## src/rtl/kws_pkg.sv

```systemverilog
// Shared constants and FSM encoding for the KWS SRAM arbiter slice.
package kws_pkg;

    localparam int         SRAM_ADDR_W = 10;
    localparam int         SRAM_DATA_W = 32;
    localparam logic [3:0] WMASK_ALL   = 4'hF;

    typedef enum logic {
        ARB_S  = 1'b0,
        HACK_S = 1'b1
    } arb_state_e;

endpackage

```

## src/rtl/kws_starve_cnt.sv

```systemverilog
// Saturating host wait counter; force_o lets the host beat the CNN once it has
// lost arbitration MAX_WAIT times in a row.
module kws_starve_cnt #(
    parameter int MAX_WAIT = 8
) (
    input  logic clk,
    input  logic rst_n,
    input  logic req_i,
    input  logic lose_i,
    input  logic issue_i,
    output logic force_o
);

    localparam logic [7:0] MAX_CNT = 8'(MAX_WAIT);

    logic [7:0] cnt_q, cnt_d;

    always_comb begin
        cnt_d = cnt_q;
        if (!req_i || issue_i) begin
            cnt_d = '0;
        end else if (lose_i && (cnt_q != MAX_CNT)) begin
            cnt_d = cnt_q + 8'd1;
        end
    end

    always_ff @(posedge clk or negedge rst_n) begin
        if (!rst_n) begin
            cnt_q <= '0;
        end else begin
            cnt_q <= cnt_d;
        end
    end

    assign force_o = (cnt_q == MAX_CNT);

endmodule

```

## src/rtl/kws_sram_arbiter.sv

```systemverilog
// Shares the single-port weight/activation SRAM between the Wishbone host and
// the CNN engine; CNN has priority, host starvation is bounded by a wait counter.
module kws_sram_arbiter
    import kws_pkg::*;
#(
    parameter int ADDR_W        = SRAM_ADDR_W,
    parameter int DATA_W        = SRAM_DATA_W,
    parameter int HOST_MAX_WAIT = 8
) (
    input  logic              clk,
    input  logic              rst_n,
    input  logic              host_req,
    input  logic              host_we,
    input  logic [3:0]        host_sel,
    input  logic [ADDR_W-1:0] host_addr,
    input  logic [DATA_W-1:0] host_wdata,
    output logic              host_ack,
    output logic [DATA_W-1:0] host_rdata,
    input  logic              cnn_req,
    input  logic              cnn_we,
    input  logic [ADDR_W-1:0] cnn_addr,
    input  logic [DATA_W-1:0] cnn_wdata,
    output logic              cnn_gnt,
    output logic              cnn_rvalid,
    output logic [DATA_W-1:0] cnn_rdata,
    output logic              sram_en,
    output logic              sram_we,
    output logic [3:0]        sram_wmask,
    output logic [ADDR_W-1:0] sram_addr,
    output logic [DATA_W-1:0] sram_wdata,
    input  logic [DATA_W-1:0] sram_rdata,
    output logic [15:0]       host_stall_cnt
);

    arb_state_e        state_q;
    logic              host_ack_q;
    logic              hread_q;
    logic              cnn_rvalid_q;
    logic [DATA_W-1:0] rdata_q;
    logic [15:0]       stall_q;

    logic host_busy, host_elig, host_win, host_lose, host_nop, force_host;

    // Gating with rst_n keeps the grant and strobes low for the whole reset.
    assign host_busy = (state_q == HACK_S);
    assign host_elig = rst_n & host_req & ~host_busy;
    assign host_win  = host_elig & (~cnn_req | force_host);
    assign host_lose = host_elig & ~host_win;
    assign cnn_gnt   = rst_n & cnn_req & ~host_win;
    assign host_nop  = host_we & (host_sel == 4'h0);

    kws_starve_cnt #(
        .MAX_WAIT (HOST_MAX_WAIT)
    ) u_starve (
        .clk     (clk),
        .rst_n   (rst_n),
        .req_i   (host_req),
        .lose_i  (host_lose),
        .issue_i (host_win),
        .force_o (force_host)
    );

    always_comb begin
        sram_en = cnn_gnt | (host_win & ~host_nop);
        if (host_win) begin
            sram_we    = host_we;
            sram_wmask = host_sel;
            sram_addr  = host_addr;
            sram_wdata = host_wdata;
        end else begin
            sram_we    = cnn_we;
            sram_wmask = WMASK_ALL;
            sram_addr  = cnn_addr;
            sram_wdata = cnn_wdata;
        end
    end

    always_ff @(posedge clk or negedge rst_n) begin
        if (!rst_n) begin
            state_q      <= ARB_S;
            host_ack_q   <= 1'b0;
            hread_q      <= 1'b0;
            rdata_q      <= '0;
            cnn_rvalid_q <= 1'b0;
            stall_q      <= '0;
        end else begin
            cnn_rvalid_q <= cnn_gnt & ~cnn_we;
            if (host_lose && (stall_q != 16'hFFFF)) begin
                stall_q <= stall_q + 16'd1;
            end
            case (state_q)
                ARB_S: begin
                    host_ack_q <= 1'b0;
                    if (host_win) begin
                        state_q    <= HACK_S;
                        host_ack_q <= 1'b1;
                        hread_q    <= ~host_we;
                    end
                end
                HACK_S: begin
                    state_q    <= ARB_S;
                    host_ack_q <= 1'b0;
                    if (hread_q) begin
                        rdata_q <= sram_rdata;
                    end
                end
                default: begin
                    state_q    <= ARB_S;
                    host_ack_q <= 1'b0;
                end
            endcase
        end
    end

    // Read data arrives from the macro in the ack cycle itself; rdata_q holds it after.
    assign host_ack       = host_ack_q;
    assign host_rdata     = (host_ack_q & hread_q) ? sram_rdata : rdata_q;
    assign cnn_rvalid     = cnn_rvalid_q;
    assign cnn_rdata      = sram_rdata;
    assign host_stall_cnt = stall_q;

endmodule
```

## config.mk

```make
export PLATFORM = sky130hd
export DESIGN_NAME = kws_sram_arbiter
export DESIGN_NICKNAME = d
export VERILOG_FILES = /design/src/rtl/kws_pkg.sv /design/src/rtl/kws_starve_cnt.sv /design/src/rtl/kws_sram_arbiter.sv
export SDC_FILE = /design/constraint.sdc
export NUM_CORES = 1
export LEC_CHECK = 0
export BUFFER_PORTS_ARGS = -buffer_cell sky130_fd_sc_hd__buf_2
export CORE_MARGIN = 4
export CORE_UTILIZATION = 40
export CTS_CLUSTER_DIAMETER = 100
export DETAILED_ROUTE_END_ITERATION = 7
export PLACE_DENSITY = 0.85
export SLEW_MARGIN = 15
export SYNTH_ARGS = -nofsm -noshare
export SYNTH_HDL_FRONTEND = slang
export SYNTH_SLANG_ARGS = --single-unit
```

## constraint.sdc

```tcl
create_clock -name clk -period 2.7 [get_ports clk]
set_input_delay 0.135 -clock clk [delete_from_list [all_inputs] [get_ports clk]]
set_output_delay 0.135 -clock clk [all_outputs]
set_load 0.005 [all_outputs]
```

# --- Word level (Yosys, flattened, before mapping) ---
# Index checks and enable logic that the tools add are counted.
classes:
  addsub: 2
  mul: 0
  div: 0
  order_cmp: 0
  n_eq_ne: 3
  shifts: 0
  muxes: 9
  bitwise: 18
  reduce_logical: 8
op_table:
  columns: ["operator", "n"]
  rows:
  - ["$mux 32", 2]
  - ["$add 16x1->16 const B", 1]
  - ["$mux 8", 2]
  - ["$ne 16x16->1 const B", 1]
  - ["$and 1x1->1", 10]
  - ["$mux 10", 1]
  - ["$add 8x1->8 const B", 1]
  - ["$eq 8x4->1 const B", 1]
  - ["$ne 8x4->1 const B", 1]
  - ["$not 1->1", 6]
  - ["$logic_not 4->1", 1]
  - ["$mux 4", 1]
  - ["$reduce_and 2->1", 2]
  - ["$logic_and 1x1->1", 2]
  - ["$mux 1", 2]
  - ["$or 1x1->1", 2]
  - ["$pmux 1 s2", 1]
  - ["$reduce_bool 2->1", 1]
  - ["$logic_not 1->1", 1]
  - ["$logic_or 1x1->1", 1]
totals:
  register_bits: 59
  latchBits: 0
  ram_bits: 0
  romBits: 0
  input_bits: 126
  out_inout_bits: 131
  word_cells: 46
  n_memories: 0

# --- Longest topological paths before layout ---
logic_depth:
  depth_word: 8
  depth_mapped: 9
  ltp_nobuf: 8

# --- Modules after synthesis ---
# Synthesis repeated with hierarchy kept, for this count alone.
hier_totals:
  cells_unflattened: 292
  area_unflattened_um2: 3410.8
modules_own_cells:
  columns: ["module", "instances", "cells_per_inst", "area_each_um2"]
  rows:
  - ["kws_sram_arbiter", 1, 244, 2956.6]
  - ["kws_starve_cnt", 1, 48, 454.2]

# --- Worst setup path before layout ---
# OpenSTA, ideal clock, no wires.
synth_timing:
  path_kind: "reg2out"
  from: "reg u_starve.cnt_q[5]"
  to: "out sram_addr[0]"
  arrival_time_ns: 1.647
  setup_slack_ns: 0.918
  stages_incl_launch_ff: 8
  path_buffers: 2
  path_cell_list: "dfrtp_1 or3_2 o21ai_0 nand2_1 buf_2 buf_2 nand2_1 nand2_1"
synth_via:
  elab_chain_cells: 4
synth_rtl:
  columns: ["item", "line_no", "rtl"]
  rows:
  - ["start: declaration", "kws_starve_cnt.sv:16", "logic [7:0] cnt_q, cnt_d;"]
  - ["start signal: assignment", "kws_starve_cnt.sv:31", "cnt_q <= cnt_d;"]
  - ["$eq 8x4->1", "kws_starve_cnt.sv:35", "assign force_o = (cnt_q == MAX_CNT);"]
  - ["$or 1x1->1", "kws_sram_arbiter.sv:47", "assign host_win = host_elig & (~cnn_req | force_host);"]
  - ["$and 1x1->1", "kws_sram_arbiter.sv:47", null]
  - ["$mux 10", "kws_sram_arbiter.sv:65", "if (host_win) begin"]
  - ["end: declaration", "kws_sram_arbiter.sv:29", "output logic [ADDR_W-1:0] sram_addr,"]
# Every way passes these cells.

# --- Worst setup path in the final report ---
layout_timing:
  from: "reg u_starve.cnt_q[4]"
  to: "out sram_en"
layout_via:
  elab_chain_cells: 6
  word_cells_on_any_way: 7
  classes_between: "1 x eq/ne; 6 x bitwise"
layout_rtl:
  columns: ["item", "line_no", "rtl"]
  rows:
  - ["$eq 8x4->1 (*)", "kws_starve_cnt.sv:35", null]
  - ["$or 1x1->1 (*)", "kws_sram_arbiter.sv:47", null]
  - ["$and 1x1->1 (*)", "kws_sram_arbiter.sv:47", null]
  - ["$not 1->1", "kws_sram_arbiter.sv:49", "assign cnn_gnt = rst_n & cnn_req & ~host_win;"]
  - ["$and 1x1->1", "kws_sram_arbiter.sv:49", null]
  - ["$or 1x1->1 (*)", "kws_sram_arbiter.sv:64", "sram_en = cnn_gnt | (host_win & ~host_nop);"]
  - ["end: declaration", "kws_sram_arbiter.sv:26", "output logic sram_en,"]
# Every way passes the cells marked *; elsewhere a longest branch is shown, timed or not.

==> results.md <==
- Result of the run: complete, no violations
- Worst IR drop on VDD: 0.2957 mV
- Number of enable flip-flop cells after synthesis: 0
- Proportion of synthesized area in mux cells: 11.12%
- Predominant post-synthesis flop cell: dfrtp_1
- Unrepaired setup endpoints after global routing: no
- Slowest cell on the critical path: or3_2
- Area contributors post-synth: dfrtp_1, nand2_1, mux2_2
- Register-to-register path setup slack: 700 ps
- Total power density per cell area: 599.8 mW/mm^2
- Finished Core Util: 57.68%
- Area share of the largest cell type after synthesis: 44.34%
- Critical path, cell by cell: or3_2, o21ai_0, nand2_1, buf_6, nand3_1, o21ai_0, buf_2
- Combined buffer and inverter count along the critical path: 2
- Vias per cell: 4.797
- Clock tree from TritonCTS: built
- Critical register-to-register path startpoint: u_starve.cnt_q[4]
- Top Ports: 257
- Fillers: 749
- Clock Path Buffers: 2
- Kind of cell adding the most delay to the critical path: simple AND/OR/NAND/NOR gates
- Setup skew after layout: 10.32 ps
- Final setup violation count: 0
- Fraction of the yosys area taken by sequential cells: 44.34%
- Hold Fails Final Rpt: 0
- Overall track demand over capacity in global routing: 21.66%
- DRT antenna net count: 0
- Basic-gate share of the synthesized area counting and, or, nand and nor cells: 26.57%
- Total overflow reported by the global router: 0
- Number of warnings reported in the yosys synthesis log: 0
- Cell type with the highest occurrence count on the critical path: o21ai_0
- Distinct cells, synth: 36
- Starting Density: 40.73%
- Tightest Hold Check Type: input port to async pin
- Antenna violations before repair: 0
- Drt drc: 0
- Clock Tree Root: clkbuf_8
- Synth Area per Inst: 8.831 sq um
- Critical path endpoint category: output pin
- Worst slew margin relative to its limit: 49.76%
- Number of clock buffers inserted by TritonCTS: 9
- Setup total negative slack: 0 ps
- Number of rows created at floorplan: 33
- Critical path fanouts, max: 46
- Net count of the mapped netlist: 506
- Routed length per placed instance: 15.27 microns
- Die boundary height: 99.24 microns
- Compound-gate portion of the synthesized area: 2.856%
- Post-Synth Adder-Cell Area: 1.127%
- Dominant combinational cell family by area after synthesis: simple AND/OR/NAND/NOR gates
- Minimum setup slack after placement: 504.1 ps
- Critical path type: register to output pin
- Reg2reg end: hread_q
- Critical path launch point type: register
- Count of routing violations after the opening detailed-route iteration: 128
- Via count of the routed design: 3425
- Detailed-router iteration count before antenna repair: 4
- Max-cap viol count: 0
- Required arrival time at the worst endpoint: 2570 ps
- Number of max-slew violations in the final report: 0
- Overall die area: 0.009848 sq mm
- Share of post-route cells with drive strength above 1: 52.22%
- Synth area leader: dfrtp_1
- First-pass GRT wire length: 17.09 mm
- H-Tree Depth: 3
- Growth of design area from synthesis to finish: 41.64%
- Ys async rst share: 100.0%
- CP max stage delay: 520 ps
- Post-synthesis share of cell area spent on xor and xnor gates: 4.472%
- Number of I/O port buffers: 256
- Number of cells produced by synthesis: 377
- Weighted congestion at the end of routability-driven global placement: 0.9381
- Worst skew pair latency: 330 ps
- Clk sinks: 59
- Final nets: 733
- Static Leak: 0.002670 uW
- Post-detail-place hpwl: 8.710 mm
- Number of global-route vias before repair: 3439
- Die W: 99.24 microns
- FMAX: 399.3 MHz
- Transition time of the tightest slew-check pin: 753.6 ps
- CTS clock-pin slew for the worst setup and hold paths: 80 ps
- Arrival time reported for the critical path endpoint: 2370 ps
- Post CTS Setup Buffer Count: 0
- Combined area of all synthesized cells: 0.003329 sq mm
- Min Clock Period, post-route: 2505 ps
- Wire length after detailed routing: 10.90 mm
- Core Area: 0.008175 sq mm
- Register bit count reported by yosys: 59
- Ratio of final minimum period to clock period: 92.76%
- N_diodes: 0
- Length in cells of the worst reg-to-reg path: 7
- Setup slack after layout: 195.4 ps
- Pin count of the biggest net entering global routing: 61
[routing by layer]
layer / up-vias / track usage, % / wire [microns]
li1: 1651 / - / -
met1: 1563 / 27.38 / 4366
met2: 196 / 35.64 / 5248
met3: 15 / 7.153 / 1145
met4: 0 / 5.987 / 139
met5: - / 0 / 0
[placed cells by master, fill, tap and decap left out, drive strengths merged, types with 2 or more instances in the layout]
master  count
a21oi       2
and2        3
and3        4
buf       260
bufinv      2
clkbuf     10
clkinv      4
dfrtp      59
ha          3
inv         3
mux2       32
nand2     147
nand2b      6
nand3      10
nand4      10
nor2       13
nor3        3
o21ai       6
xnor2      10
xor2        7
[state kept, by name (all words and copies together), names as in the netlist]
name / flops
cnn_rvalid: 1
host_stall_cnt: 16
rdata_q: 32
u_starve.cnt_q: 8
hread_q: 1
host_ack: 1
[area by class of cell]
class	count	area, sq um	area share (%)
multi-input combinational	269	1536	32.58
sequential	59	1476	31.31
timing repair buffer	261	1338	28.36
tap	105	131.4	2.786
clock buffer	10	127.6	2.706
clock inverter	6	90.09	1.910
inverter	4	16.27	0.3449
[kinds of logic (layout without fill, tap and decap cells)]
logic type | count (synthesis) | count (layout)
AO/OA/AOI/OAI | 13 | 13
XOR/XNOR | 17 | 17
adder cells (fa/ha/maj) | 3 | 3
buffers and inverters | 49 | 281
flip-flops | 59 | 59
multiplexers | 33 | 33
AND/OR/NAND/NOR | 203 | 203
[synthesized netlist by cell type, types with 2 or more instances]
| master | number |
|---|---|
| nand2_1 | 147 |
| xnor2_1 | 10 |
| nand3_1 | 10 |
| and3_1 | 4 |
| nand4_1 | 10 |
| xor2_1 | 7 |
| buf_2 | 10 |
| nor2_1 | 12 |
| nand2b_1 | 6 |
| o21ai_0 | 6 |
| buf_1 | 3 |
| dfrtp_1 | 59 |
| and2_2 | 2 |
| mux2_2 | 32 |
| buf_4 | 32 |
| ha_1 | 3 |
| nor3_1 | 3 |
| inv_1 | 3 |
[power by group]
part	leakage, uW	switching, uW	internal [uW]	total [uW]
Sequential	0.000740	87.3	1080	1160
Clock	0.000106	355	521	876
Combinational	0.00182	368	423	790
Total	0.00267	809	2020	2830
[per-stage QoR]
stage,total power [uW],cells,hold slack [ps],area (sq um)
final,2828,714,22.26,4716
after global routing,3022,714,22.79,4716
after CTS,2880,714,12.86,4711
after detailed placement,1981,697,354.4,4483
after global placement,1938,697,348.5,4483
after floorplan,1541,377,-160.6,3329
[worst max path at each step]
stage | start | endpoint | slack [ps] | cells after the start
3_3_place_gp | u_starve.cnt_q[5] | sram_wdata[3] | 590 | 8
2_1_floorplan | u_starve.cnt_q[5] | sram_addr[0] | 920 | 7
3_5_place_dp | u_starve.cnt_q[4] | sram_en | 500 | 7
5_1_grt | u_starve.cnt_q[4] | sram_en | 40 | 7
4_1_cts | u_starve.cnt_q[4] | sram_en | 140 | 7
6_report | u_starve.cnt_q[4] | sram_en | 200 | 7
[what timing repair did]
action	in CTS	in global routing
setup endpoints to repair	0	2
resized for setup	0	2
hold buffers	1	0
endpoints found under the hold margin	1	0
(Power assumes the default switching activity.)
